<file path="src/rtl/stp_converter.sv">
// stp_converter: serial byte stream to 4-byte column converter with a ready/valid
// handshake on both sides and column indexing within a 16-byte AES block.
module stp_converter (
   input  logic       clk,
   input  logic       rst,
   input  logic       en,
   input  logic [7:0] data_in,
   input  logic       in_valid,
   output logic       in_ready,
   output logic [7:0] d0,
   output logic [7:0] d1,
   output logic [7:0] d2,
   output logic [7:0] d3,
   output logic       col_valid,
   input  logic       out_ready,
   output logic [1:0] col_idx,
   output logic       block_last
);
   logic [1:0] byte_cnt;
   logic [1:0] col_cnt;
   logic [7:0] a0, a1, a2;
   logic       acc;
   logic       load;
   // only the closing byte must wait for the output register to drain
   assign in_ready   = en & ~((byte_cnt == 2'd3) & col_valid & ~out_ready);
   assign acc        = in_valid & in_ready;
   assign load       = acc & (byte_cnt == 2'd3);
   assign block_last = col_valid & (col_idx == 2'd3);
   always_ff @(posedge clk) begin
      if (rst) begin
         byte_cnt  <= 2'd0;
         col_cnt   <= 2'd0;
         a0        <= 8'd0;
         a1        <= 8'd0;
         a2        <= 8'd0;
         d0        <= 8'd0;
         d1        <= 8'd0;
         d2        <= 8'd0;
         d3        <= 8'd0;
         col_idx   <= 2'd0;
         col_valid <= 1'b0;
      end else begin
         if (acc) byte_cnt <= byte_cnt + 2'd1;
         if (acc && byte_cnt == 2'd0) a0 <= data_in;
         if (acc && byte_cnt == 2'd1) a1 <= data_in;
         if (acc && byte_cnt == 2'd2) a2 <= data_in;
         if (load) begin
            d0      <= a0;
            d1      <= a1;
            d2      <= a2;
            d3      <= data_in;
            col_idx <= col_cnt;
            col_cnt <= col_cnt + 2'd1;
         end
         col_valid <= load | (col_valid & ~out_ready);
      end
   end
endmodule

</file>
<file path="config.mk">
export PLATFORM = sky130hd
export DESIGN_NAME = stp_converter
export DESIGN_NICKNAME = d
export VERILOG_FILES = /design/src/rtl/stp_converter.sv
export SDC_FILE = /design/constraint.sdc
export NUM_CORES = 1
export LEC_CHECK = 0
export BUFFER_PORTS_ARGS = -buffer_cell sky130_fd_sc_hd__buf_2
export CORE_MARGIN = 4
export CORE_UTILIZATION = 42
export DETAILED_ROUTE_END_ITERATION = 8
export PLACE_DENSITY_LB_ADDON = 0.05
export REMOVE_ABC_BUFFERS = 1
export SLEW_MARGIN = 15
export SYNTH_ARGS = -nofsm -noshare
export SYNTH_HDL_FRONTEND = slang
export SYNTH_SLANG_ARGS = --single-unit
</file>
<file path="constraint.sdc">
create_clock -name clk -period 1.9 [get_ports clk]
set_input_delay 0.38 -clock clk [delete_from_list [all_inputs] [get_ports clk]]
set_output_delay 0.38 -clock clk [all_outputs]
set_load 0.02 [all_outputs]
</file>
==> impl_metrics.env, run 1 <==
export IMPL_end_kind="primary output"
export IMPL_post_cts_buffers=0
export IMPL_synth_largest_area_cell="dfxtp_1"
export IMPL_pre_cts_slack_ps=403.9
export IMPL_rsz0062_at_grt="no"
export IMPL_overflow=0
export IMPL_cts_tree="built"
export IMPL_layout_drive_gt1_share_pct=24.77
export IMPL_finalCriticalPeriod_ps=1788
export IMPL_vias_per_cell=5.134
export IMPL_slowest_delay_ps=370
export IMPL_grt_pass1_vias=1968
export IMPL_p_leak_nw=1.294
export IMPL_design_die_area_sq_um=7461
export IMPL_fin_tns_setup_ps=0
export IMPL_crit_slowest_cell="dfxtp_1"
export IMPL_wl_per_cell_um=14.45
export IMPL_syn_area_per_cell_sq_um=9.314
export IMPL_cts_buffers=9
export IMPL_hp_class="in2reg"
export IMPL_grt_busiest_layer="met2"
export IMPL_hpwl_um=3648
export IMPL_required_ps=1520
export IMPL_crit_type="reg2out"
export IMPL_power_total_mw=2.611
export IMPL_utilization_pct=51.53
export IMPL_synth_seq_cells=63
export IMPL_cp_arrival_ps=1410
export IMPL_grt_max_degree=75
export IMPL_async_reset_ff_share_pct=0
export IMPL_via_count=2064
export IMPL_grt_util_met3_pct=5.703
export IMPL_synth_cells=277
export IMPL_cellPowerDensity_nw_per_um2=850.8
export IMPL_cts_root_buf="clkbuf_8"
export IMPL_drt_iter0_markers=89
export IMPL_initial_core_util_pct=43.32
export IMPL_gp_congestion=0.7406
export IMPL_drc=0
export IMPL_synthFlopType="dfxtp_1"
export IMPL_diodes=0
export IMPL_netlist_area_sq_um=2580
export IMPL_io_pins=50
export IMPL_clock_latency_ps=330
export IMPL_clock_path_buffers=2
export IMPL_status="finished, final reports clean"
export IMPL_fin_nets=339
export IMPL_ys_warnings_count=0
export IMPL_cts_sinks=63
export IMPL_crit_buf_inv=1
export IMPL_ys_types=25
export IMPL_antenna_found_initial=0
export IMPL_use_met1_pct=23.21
export IMPL_crit_path_start_kind="register"
export IMPL_htree_levels=3
export IMPL_grt_pass1_wl_um=9791
export IMPL_grt_total_usage_pct=16.67
export IMPL_die_w_um=86.38
export IMPL_core_sq_um=5956
export IMPL_final_max_slew_viol_count=0
export IMPL_seq_area_frac_synth_pct=48.88
export IMPL_ir_worst_vdd_uv=457.0
export IMPL_ant_nets=0
export IMPL_die_height_um=86.38
export IMPL_yosys_cell_count_top_type="dfxtp_1"
export IMPL_numPortBuffers=49
export IMPL_synth_edf_count=0
export IMPL_first_pass_iters=5
export IMPL_fin_ws_ps=112.2
export IMPL_finClkSkew_ps=4.412
export IMPL_path_cells="ha_2 > nand3b_2 > and2_1 > buf_2"
export IMPL_path_max_fanout=7
export IMPL_grt_use_met2_pct=24.13
export IMPL_hold_viol=0
export IMPL_synth_common_cells="63 x dfxtp_1, 36 x a21oi_1, 35 x nand3_1"
export IMPL_rows=28
export IMPL_crit_family="flip-flops"
export IMPL_fin_crit_sh_pct=94.09
export IMPL_tightest_slew_ps=386.9
export IMPL_slew_limit_headroom_pct=74.09
export IMPL_yosys_top_cells_area="dfxtp_1 49%, mux2i_1 9.3%, nand2b_1 8.0%, a21oi_1 7.0%, nand3_1 6.8%"
export IMPL_wl_um=5808
export IMPL_cts_clk_slew_worst_paths_ps=70
export IMPL_syn_to_final_growth_pct=18.96
export IMPL_fill_cells=592
export IMPL_synth_top_area_share_pct=48.88
export IMPL_maxCapViolCount=0
export IMPL_finalSetupViolCount=0
export IMPL_fmax_mhz=559.4
==> where the power goes <==
group | total [mW] | internal (mW) | leakage, nW | switching, mW
Combinational | 0.118 | 0.0525 | 0.691 | 0.0651
Sequential | 1.35 | 1.34 | 0.509 | 0.00985
Clock | 1.15 | 0.642 | 0.0936 | 0.504
Total | 2.61 | 2.03 | 1.29 | 0.579
==> metrics by stage <==
step	instances	hold slack (ps)	area, sq um
2_1_floorplan	252	437.9	2445
3_3_place_gp	386	456.7	2874
3_5_place_dp	386	454.9	2874
4_1_cts	402	295.2	3065
5_1_grt	402	301.6	3069
6_report	402	310.1	3069
==> worst reg2reg max path, cell delays in order (launching register included) <==
cell and delay [ps]:
dfxtp_1 370, ha_2 210, and3_1 220, buf_4 310
nand3_1 130, a21oi_1 150
==> what timing repair did <==
action                                  4_1_cts  5_1_grt
gates resized for setup                       0        2
hold endpoints to repair                      0        0
endpoints found under the setup margin        0        1
hold buffers                                  0        0
==> cell type report <==
| cell class | count | area, sq um | share of cell area, % |
|---|---|---|---|
| Clock buffer | 13 | 148.9 | 4.851 |
| Tap cell | 75 | 93.84 | 3.057 |
| Inverter | 2 | 7.507 | 0.2446 |
| Clock inverter | 3 | 42.54 | 1.386 |
| Multi-Input combinational cell | 187 | 1181 | 38.48 |
| Sequential cell | 63 | 1262 | 41.13 |
| Timing Repair Buffer | 59 | 332.8 | 10.84 |
==> cell usage in the layout, fill, tap and decap left out, drive strengths merged <==
cell       n
a21oi     36
and2       3
and3       4
buf       59
bufinv     1
clkbuf    13
clkinv     1
clkinvlp   1
dfxtp     63
ha         4
inv        2
mux2       2
mux2i     24
nand2b    33
nand3     37
nand3b     1
nand4b     1
nor2       3
nor2b      2
o21ai     35
o31ai      1
or3        1
==> registers in the layout, indices dropped and copies added, names as in the netlist <==
signal     flops
a0             8
a1             8
a2             8
d0             8
d1             8
d2             8
d3             8
byte_cnt       2
col_cnt        2
col_idx        2
col_valid      1
==> routing by layer <==
metal	vias up	share of wire [%]
met5	-	0
met2	39	43
met3	8	5.2
met4	0	1.3
li1	1051	-
met1	966	50
==> cell families after synthesis <==
group                      synth area share, %
DFF                                      48.88
AOI/OAI and AO/OA                        14.06
buffers and inverters                    5.529
adders and majority gates                1.940
muxes                                    10.18
and+or+nand+nor                          19.40
==> worst paths after layout <==
path	slack (ps)	startpoint	depth (start not counted)	endpoint
min	310	data_in[4]	3	d3[4]
max	110	byte_cnt[1]	4	in_ready
max reg2reg	430	byte_cnt[1]	5	d2[0]
min reg2reg	460	a2[3]	2	d2[3]
No activity file was read; power rests on OpenSTA's default activity.
==> run 2, diff against run 1 <==
ABC_AREA = 1   (was not set)
HOLD_SLACK_MARGIN = 0.06   (was not set)
==> impl_metrics.env, run 2 <==
export IMPL_clock_latency_ps=330
export IMPL_slew_limit_headroom_pct=75.22
export IMPL_rrSetupSlack_ps=590
export IMPL_end_kind="primary output"
export IMPL_finalSetupViolCount=0
export IMPL_final_cell_mix="124 x nand2_1, 63 x dfxtp_1, 51 x nor2_1"
export IMPL_ys_warnings_count=0
export IMPL_vias_per_cell=4.485
export IMPL_post_cts_buffers=0
export IMPL_grt_total_usage_pct=15.78
export IMPL_cts_buffers=9
export IMPL_synth_top_area_share_pct=51.93
export IMPL_r2r_end="d1[1]"
export IMPL_overflow=0
export IMPL_antenna_found_initial=0
export IMPL_ant_nets=0
export IMPL_design_die_area_sq_um=7063
export IMPL_multiInputGateArea_sq_um=958.4
export IMPL_ys_types=17
export IMPL_status="finished, final reports clean"
export IMPL_fill_cells=585
export IMPL_crit_path_start_kind="register"
export IMPL_path_cells="ha_1 > nand3_2 > and2_1 > buf_2"
export IMPL_endpoint="in_ready"
export IMPL_first_pass_iters=4
export IMPL_synth_common_cells="124 x nand2_1, 63 x dfxtp_1, 51 x nor2_1"
export IMPL_drc=0
export IMPL_synth_edf_count=0
export IMPL_cts_hold_buf=0
export IMPL_fin_ws_ps=223.7
export IMPL_hp_class="in2reg"
export IMPL_power_total_mw=2.554
export IMPL_worst_path_stages=4
export IMPL_finClkSkew_ps=7.305
export IMPL_grt_max_degree=24
export IMPL_initial_core_util_pct=43.57
export IMPL_gp_congestion=0.7038
export IMPL_path_max_fanout=5
export IMPL_required_ps=1520
export IMPL_slowest_delay_ps=350
export IMPL_grt_pass1_wl_um=9052
export IMPL_cts_sinks=63
export IMPL_fin_crit_sh_pct=88.23
export IMPL_hpwl_um=3436
export IMPL_cts_root_buf="clkbuf_8"
export IMPL_core_sq_um=5574
export IMPL_fmax_mhz=596.6
export IMPL_reg2reg_from="byte_cnt[0]"
export IMPL_p_leak_nw=1.411
export IMPL_cellPowerDensity_nw_per_um2=872.1
export IMPL_rr_worst_depth=6
export IMPL_utilization_pct=52.55
export IMPL_via_count=2090
export IMPL_cts_tree="built"
export IMPL_netlist_area_sq_um=2429
export IMPL_diodes=0
export IMPL_drt_iter0_markers=80
export IMPL_seqCellArea_sq_um=1261
export IMPL_cts_resized=0
export IMPL_crit_slowest_cell="dfxtp_1"
export IMPL_clock_path_buffers=2
export IMPL_startpoint="byte_cnt[0]"
export IMPL_synth_largest_area_cell="dfxtp_1"
export IMPL_grt_pass1_vias=2014
export IMPL_die_w_um=84.04
export IMPL_whs_ps=325.9
export IMPL_placed_cells_incl_taps=451
export IMPL_seq_area_frac_synth_pct=51.93
export IMPL_htree_levels=3
export IMPL_tightest_slew_ps=371.6
export IMPL_hold_viol=0
export IMPL_finalCriticalPeriod_ps=1676
export IMPL_wl_per_cell_um=10.93
export IMPL_synth_cells=336
export IMPL_async_reset_ff_share_pct=0
export IMPL_syn_area_per_cell_sq_um=7.228
export IMPL_fin_tns_setup_ps=0
export IMPL_synth_seq_cells=63
export IMPL_yosys_top_cells_area="dfxtp_1 52%, nand2_1 19%, nor2_1 7.9%, a21oi_1 7.6%, inv_1 4.5%"
export IMPL_place_area_sq_um=2746
export IMPL_crit_type="reg2out"
export IMPL_rsz0062_at_grt="no"
export IMPL_final_area_sq_um=2929
export IMPL_maxCapViolCount=0
export IMPL_pre_cts_slack_ps=549.5
export IMPL_wl_um=5095
export IMPL_ir_worst_vdd_uv=443.9
export IMPL_layout_drive_gt1_share_pct=19.04
export IMPL_rows=27
export IMPL_yosys_cell_count_top_type="nand2_1"
export IMPL_syn_to_final_growth_pct=20.61
export IMPL_numPortBuffers=49
export IMPL_fin_nets=407
export IMPL_crit_buf_inv=1
export IMPL_cp_arrival_ps=1300
export IMPL_crit_family="flip-flops"
export IMPL_final_max_slew_viol_count=0
export IMPL_stdcell_count=466
export IMPL_synthFlopType="dfxtp_1"
export IMPL_die_height_um=84.04
export IMPL_io_pins=50
export IMPL_cts_clk_slew_worst_paths_ps=70
export IMPL_final_common_cell="nand2_1"
-- run 2: cell count changes after synthesis, moves of 7 or more --
cell,previous run,this run
nand3_1,35,1
buf_2,12,5
mux2i_1,24,0
nand2_1,0,124
nor2_1,3,51
inv_1,2,29
nand2b_1,33,0
o21ai_0,30,1
-- run 2: kinds of logic (layout without fill, tap and decap cells) --
family / Yosys count / in the layout / synth area share (%)
AO/OA/AOI/OAI: 38 / 38 / 7.831
XOR/XNOR: 1 / 1 / 0.3607
adder cells (fa/ha/maj): 4 / 4 / 2.061
flip-flops: 63 / 63 / 51.93
AND/OR/NAND/NOR: 183 / 183 / 29.21
buffers and inverters: 47 / 105 / 8.603
-- run 2: worst min path at each step --
stage | from | slack, ps | cells past startpoint | end
after detailed placement | a1[0] | 450 | 2 | d1[0]
after global routing | data_in[3] | 330 | 3 | a2[3]
after CTS | data_in[6] | 310 | 3 | a0[6]
after floorplan | a0[0] | 430 | 2 | d0[0]
after global placement | a2[0] | 450 | 2 | d2[0]
final | data_in[6] | 330 | 3 | a0[6]
-- run 2: area by class of cell --
class / count / area share [%]
Multi-Input combinational cell: 226 / 32.72
Inverter: 31 / 3.973
Timing Repair Buffer: 59 / 10.94
Clock inverter: 3 / 0.5980
Sequential cell: 63 / 43.06
Clock buffer: 12 / 5.639
Tap cell: 72 / 3.076
-- run 2: layer usage --
metal | global-route usage, % | up-vias | share of wire (%)
met5 | 0 | - | 0
met4 | 8.333 | 0 | 2.1
met3 | 4.442 | 8 | 4.6
met2 | 26.54 | 35 | 46
met1 | 18.02 | 918 | 47
li1 | - | 1129 | -
-- run 2: tightest hold or removal path, delay by kind of cell --
| kind | cells | cell delay [ps] |
|---|---|---|
| AND/OR/NAND/NOR | 2 | 130 |
| buffers and inverters | 1 | 110 |
-- run 2: power by group --
part	internal (mW)	switching (mW)
Combinational	0.0475	0.0906
Clock	0.568	0.485
Sequential	1.35	0.0143
